===== src/rtl/sr_q_edge_monitor.sv =====
// Edge monitor for the SR flip-flop Q output: queues {direction, run length} events in a small FIFO
// and keeps rise/fall counters plus a sticky overflow flag. Define SRQ_MON_SYNC_EN to add a 2-flop input synchronizer.
module sr_q_edge_monitor #(
    parameter int WIDTH_W = 16,
    parameter int CNT_W   = 8,
    parameter int DEPTH   = 4
) (
    input  logic               clk,
    input  logic               rst,
    input  logic               q_in,
    input  logic               clr,
    output logic               evt_valid,
    input  logic               evt_ready,
    output logic               evt_rise,
    output logic [WIDTH_W-1:0] evt_width,
    output logic [CNT_W-1:0]   rise_cnt,
    output logic [CNT_W-1:0]   fall_cnt,
    output logic               ovf
);

    localparam int PTR_W = $clog2(DEPTH);
    localparam logic [WIDTH_W-1:0] RUN_MAX = '1;

    function automatic logic [WIDTH_W-1:0] sat_inc(input logic [WIDTH_W-1:0] v);
        return (v == RUN_MAX) ? v : v + 1'b1;
    endfunction

    logic               q_s;
    logic               run_en;
    logic               q_d;
    logic [WIDTH_W-1:0] run_len;
    logic [PTR_W:0]     wr_ptr;
    logic [PTR_W:0]     rd_ptr;
    logic [WIDTH_W:0]   mem [DEPTH];
    logic [WIDTH_W:0]   head_hold;
    logic [WIDTH_W:0]   head;
    logic               empty;
    logic               full;
    logic               pop;
    logic               edge_det;
    logic               push;

`ifdef SRQ_MON_SYNC_EN
    logic sync_p0;
    logic sync_p1;
    logic vld_p0;
    logic vld_p1;

    // Synchronizer stage: run length only counts once real samples reach q_s.
    always_ff @(posedge clk or posedge rst) begin
        if (rst) begin
            sync_p0 <= 1'b0;
            sync_p1 <= 1'b0;
            vld_p0  <= 1'b0;
            vld_p1  <= 1'b0;
        end else begin
            sync_p0 <= q_in;
            sync_p1 <= sync_p0;
            vld_p0  <= 1'b1;
            vld_p1  <= vld_p0;
        end
    end

    assign q_s    = sync_p1;
    assign run_en = vld_p1;
`else
    assign q_s    = q_in;
    assign run_en = 1'b1;
`endif

    assign empty    = (wr_ptr == rd_ptr);
    assign full     = (wr_ptr[PTR_W] != rd_ptr[PTR_W]) &&
                      (wr_ptr[PTR_W-1:0] == rd_ptr[PTR_W-1:0]);
    assign evt_valid = ~empty;
    assign pop      = evt_valid & evt_ready;
    assign edge_det = q_s ^ q_d;
    // A full FIFO still accepts an edge when the consumer frees the head in the same cycle.
    assign push     = edge_det & (~full | pop);

    assign head = evt_valid ? mem[rd_ptr[PTR_W-1:0]] : head_hold;
    assign {evt_rise, evt_width} = head;

    always_ff @(posedge clk) begin
        if (!clr && push) begin
            mem[wr_ptr[PTR_W-1:0]] <= {q_s, run_len};
        end
    end

    // Edge detect / queue stage
    always_ff @(posedge clk or posedge rst) begin
        if (rst) begin
            q_d       <= 1'b0;
            run_len   <= '0;
            wr_ptr    <= '0;
            rd_ptr    <= '0;
            head_hold <= '0;
            rise_cnt  <= '0;
            fall_cnt  <= '0;
            ovf       <= 1'b0;
        end else begin
            q_d <= q_s;
            if (clr) begin
                run_len  <= '0;
                wr_ptr   <= '0;
                rd_ptr   <= '0;
                rise_cnt <= '0;
                fall_cnt <= '0;
                ovf      <= 1'b0;
            end else begin
                if (pop) begin
                    rd_ptr    <= rd_ptr + 1'b1;
                    head_hold <= mem[rd_ptr[PTR_W-1:0]];
                end
                if (edge_det) begin
                    run_len <= {{(WIDTH_W-1){1'b0}}, 1'b1};
                    if (push) begin
                        wr_ptr <= wr_ptr + 1'b1;
                        if (q_s) begin
                            rise_cnt <= rise_cnt + 1'b1;
                        end else begin
                            fall_cnt <= fall_cnt + 1'b1;
                        end
                    end else begin
                        ovf <= 1'b1;
                    end
                end else if (run_en) begin
                    run_len <= sat_inc(run_len);
                end
            end
        end
    end

endmodule

===== config.mk =====
export PLATFORM = sky130hd
export DESIGN_NAME = sr_q_edge_monitor
export DESIGN_NICKNAME = d
export VERILOG_FILES = /design/src/rtl/sr_q_edge_monitor.sv
export SDC_FILE = /design/constraint.sdc
export NUM_CORES = 1
export LEC_CHECK = 0
export BUFFER_PORTS_ARGS = -buffer_cell sky130_fd_sc_hd__buf_2
export CORE_MARGIN = 2
export CORE_UTILIZATION = 25
export DETAILED_ROUTE_END_ITERATION = 8
export GPL_TIMING_DRIVEN = 1
export PLACE_DENSITY_LB_ADDON = 0.15
export SETUP_SLACK_MARGIN = 0.05
export SLEW_MARGIN = 10
export SYNTH_ARGS = -nofsm -noshare
export SYNTH_HDL_FRONTEND = slang
export SYNTH_SLANG_ARGS = --single-unit
export TNS_END_PERCENT = 20

===== constraint.sdc =====
create_clock -name clk -period 2.7 [get_ports clk]
set_input_delay 0.405 -clock clk [delete_from_list [all_inputs] [get_ports clk]]
set_output_delay 0.405 -clock clk [all_outputs]
set_load 0.005 [all_outputs]

Word level (Yosys, flattened, before mapping)
Memory sizes are Yosys's and may differ from the RTL's. Cells that the tools add are included.

Memories kept: 1. Output and inout port bits: 35. Logic and storage cells: 62. Memory bits (writable): 68. Bits in registers: 57. Input port bits: 5.

Memory list: mem (words 4, width 17, rd ports 1, clocked after memory_dff 0, write ports 1, line 34) `logic [WIDTH_W:0] mem [DEPTH];`.

Add/subtract/negate cells: 5. Bitwise gates (word level): 7. Reduce and logical (&&, ||, !) cells: 12. Equality and inequality tests: 7. Multiplexer cells: 22.

Operators by type and width (number): $mux 8 (8); $mux 16 (3); $mux 17 (1); $add 16x1->16 const B (1); $add 8x1->8 const B (2); $eq 16x16->1 const B (1); $mux 3 (5); $reduce_bool 2->1 (4); $add 3x1->3 const B (2); $reduce_and 2->1 (3); $reduce_and 3->1 (2); $mux 1 (5); $eq 3x3->1 (1); $ne 3x3->1 const B (1); $not 1->1 (3); $and 1x1->1 (2); $eq 2x2->1 (1); $logic_and 1x1->1 (2); $ne 2x1->1 const B (1); $ne 2x2->1 const B (1); $logic_not 1->1 (1); $ne 1x1->1 (1); $or 1x1->1 (1); $xor 1x1->1 (1).

Longest topological paths before layout
Depth in word-level cells: 8. Mapped depth: 6. Gate-level depth less buffers: 5.

Worst setup path before layout
No wires, ideal clock.

Kind: in2reg. From: input port q_in. To: memory mem[3][0] in the netlist's numbering (enable). Buffers on the path: 0. Path slack: 0.103 ns. Data required time: 2.288 ns. Arrival: 2.184 ns. Library setup time: 0.412 ns. Stages on the path: 3. Cell sequence: xor2_1 > o41ai_4 > nor3_1.

Cells in the longest elaborated chain, start to end: 5.

Ends and longest elaborated chain: start, declared (line 10) `input logic q_in,`; $xor 1x1->1 (line 76) `assign edge_det = q_s ^ q_d;`; $and 1x1->1 (line 78) `assign push = edge_det & (~full | pop);`; $logic_and 1x1->1 (line 84) `if (!clr && push) begin`; $mux 1 (line 84); $mux 1 (not written as such) (line 85) `mem[wr_ptr[PTR_W-1:0]] <= {q_s, run_len};`; end, declared (line 34).

No other way between the ends.

Final worst setup path
From: register rd_ptr[0]. To: output port evt_width[8].

Cells in the longest elaborated chain, start to end: 2. Elaborated cells between the ends (all ways): 3. Those cells by class: eq/ne: 1; mux: 1; memory: 1.

Ends and longest elaborated chain: start, declared (line 33) `logic [PTR_W:0] rd_ptr;`; start signal, assigned (line 111) `rd_ptr <= rd_ptr + 1'b1;`; $mem_v2 4x17 / $eq 3x3->1 (equally long branches); $mux 17 (*) (line 80) `assign head = evt_valid ? mem[rd_ptr[PTR_W-1:0]] : head_hold;`; end, declared (line 15) `output logic [WIDTH_W-1:0] evt_width,`.

Mark *: on every way between the ends. The rest lies on a longest branch, timed or not.

==> flow_summary.toml <==
[floorplanning]
die_area_um2 = 23710
rows = 54
initial_core_util_pct = 25.61
core_um2 = 21960
dieWidth_um = 154.0
die_h_um = 154.0
ios = 40

[hold_path]
hp-class = "input pin to asynchronous set/reset pin"

[worst_setup_path]
start_kind = "flop"
crit_type = "flop to output pin"
crit_chain = "buf_12 > mux4_2 > mux2_1 > buf_2"
path_buf_inv = 2
critPathCaptureType = "output pin"
critPathSlowestCell = "mux4_2"
slowest_delay_ns = 0.53
cp_data_arrival_time_ns = 2.06
cp_top_family = "multiplexers"
worstPathRequired_ns = 2.30
crit_fanout = 17

[power_and_ir_drop]
swShare_pct = 25.08
power.internal_w = 0.004490
ir_drop_mv = 0.3053
seqPwrFrac_pct = 38.5
p_switching_w = 0.001503
p_comb_share_pct = 21.5
p_per_area_nw_per_um2 = 872.3
p_leak_nw = 2.599
power.share.clock_pct = 39.9
power_w = 0.005993

[routing]
via_count = 3336
drt_iter0_drc = 179
ant_nets = 0
dr.pass1.iters = 4
wl_per_cell_um = 16.37
drc = 0
drt-total-wl_mm = 11.94
vias_per_cell = 4.576

[final_layout]
ff_latch_area_um2 = 3470
final_cell_area_um2 = 6870
area.growth.synth_to_final_pct = 22.19
multi_input_area_um2 = 2029
layout.cells.non_filler = 729
drive_above_1_share_pct = 31.18
nets = 449
antenna_cells = 0
n_fill_cell = 2178

[yosys]
async_reset_ff_share_pct = 45.60
synth.most_common_cell = "edfxtp_1"
synthTopCellsByCount = "edfxtp_1 (68), dfrtp_1 (57), a21oi_1 (23)"
syn_area_um2 = 5623
synth.top_cell.area_share_pct = 36.32
ys_warn_count = 0
synth_xor_area_share_pct = 2.270
synthMuxAreaShare_pct = 15.58
ys_ff_latch = 125
ys_seq_area_share_pct = 61.68
synth-compound-area-share_pct = 5.808
synthAdderAreaFrac_pct = 1.780
synthSimpleGateAreaFrac_pct = 10.37
synth_area_leader_cell = "edfxtp_1"
synth_edf_count = 68
synth-main-ff-cell = "edfxtp_1"
synth_cell_types = 48
syn_inst = 377
synthTopCellsByArea = "edfxtp_1 (36%), dfrtp_1 (25%), mux4_2 (6.8%)"
syn-num-nets = 390
postSynthAreaPerCell_um2 = 14.91
synth_top_family_by_area = "multiplexers"

[flow_run]
drv_cap = 0

[clock_network]
clockBufferDepth = 2
clk_latency_ns = 0.41
ctsResizeCount = 0
cts_setup_buffers = 0
cts_buffers = 17
cts_root_buffer = "clkbuf_16"
postCtsHoldBufs = 0
cts_max_level = 4
clk_pin_slew_ns = 0.05
cts_num_sinks = 125
cts_tree = "done"

[global_route]
grt_pass1_wl_mm = 19.68
grt_pass1_vias = 3447
grtUsageTotal_pct = 10.96
antenna_found_initial = 0
grt_max_degree = 58
grt-ovfl-total = 0

[place]
dpl_cell_area_um2 = 6241
hpwlAfterDp_mm = 7.192
placedCellCount = 697
place_congestion = 0.7306
io_buffers = 39

[timing]
skew_ns = 0.005230
slew_headroom_pct = 62.37
setup-tns-final_ns = 0
worst_pin_slew_ns = 0.5601
hold_viol = 0
fin_crit_sh_pct = 91.39
drv_slew = 0
setup-violations-final = 0
maxClockFrequency_mhz = 405.2
rsz0062_at_grt = "false"
finalCriticalPeriod_ns = 2.468

[run_status]
status = "completed"
-- tightest hold or removal path, stage by stage --
cell    delay [ns]
buf_2         0.10
inv_2         0.06
buf_12        0.30
-- layout make-up --
class | instances | area share (%)
inverters | 11 | 0.6010
clock inverters | 10 | 2.368
repair buffers | 53 | 5.281
well taps | 280 | 5.099
clock buffers | 22 | 6.611
flip-flops and latches | 125 | 50.50
multi-input cells | 228 | 29.54
-- final timing paths --
check | start | end | slack, ns | depth (start not counted)
max in group asynchronous | rst | rd_ptr[0] | 2.34 | 3
worst min-delay path | rst | rise_cnt[7] | 0.06 | 3
min in group clk | q_in | q_d | 0.24 | 1
worst max register to register | run_len[0] | run_len[10] | 0.69 | 6
worst max-delay path | rd_ptr[0] | evt_width[8] | 0.23 | 4
worst min register to register | head_hold[10] | head_hold[10] | 0.50 | 1
-- per-stage QoR --
step           util (%)  setup WS [ns]  hold WS (ns)
5_1_grt           31.29         0.1028       0.08609
4_1_cts           31.23        0.08376       0.05750
2_1_floorplan         -         0.1031        0.4364
3_3_place_gp      28.42         0.5807        0.4836
3_5_place_dp      28.42         0.5422        0.4914
6_report          31.29         0.2324       0.05996
-- kinds of logic (layout without fill, tap and decap cells) --
family	Yosys count	count (layout)
multiplexers	58	58
AND/OR/NAND/NOR	99	99
adder cells (fa/ha/maj)	8	8
flip-flops	125	125
buffers and inverters	24	96
XOR/XNOR	12	12
AO/OA/AOI/OAI	51	51
-- power groups by stage --
stage / Clock [W] / Sequential (W) / Combinational (W)
floorplan: 0 / 0.00231 / 0.000935
global placement: 0 / 0.00234 / 0.00133
detailed placement: 0 / 0.00234 / 0.00134
CTS: 0.00247 / 0.00231 / 0.00135
global route: 0.00256 / 0.00234 / 0.00144
finish: 0.00239 / 0.00231 / 0.00129
-- cell usage in the layout, fill, tap and decap left out, types with 3 or more instances in the layout --
master / n
a21oi_1: 23
nor4_1: 6
buf_4: 9
inv_1: 10
nor2_1: 16
dfrtp_1: 56
and3_1: 4
mux4_2: 17
ha_1: 8
nand3_1: 14
edfxtp_1: 68
or3_1: 16
nand4_1: 5
or4b_1: 3
bufinv_16: 4
xnor2_1: 4
buf_2: 39
clkbuf_1: 4
and2_1: 3
mux2_4: 10
nor3_1: 4
xor2_1: 5
o21ai_0: 14
mux2i_1: 5
buf_12: 5
mux2_1: 9
clkbuf_16: 17
nor2b_1: 4
mux2_2: 17
nand2_1: 12
-- layer usage --
metal	track usage, %	routed length (um)
met4	3.738	125
met5	0	0
met1	14.56	5680
met3	3.354	457
met2	17.02	5672
-- state kept, by name, summed over array words and instances, names as in the netlist --
register	flops
q_d	1
wr_ptr	3
ovf	1
rd_ptr	3
head_hold	17
mem	68
run_len	16
rise_cnt	8
fall_cnt	8
Note: power is estimated with default switching activity, not from simulation.
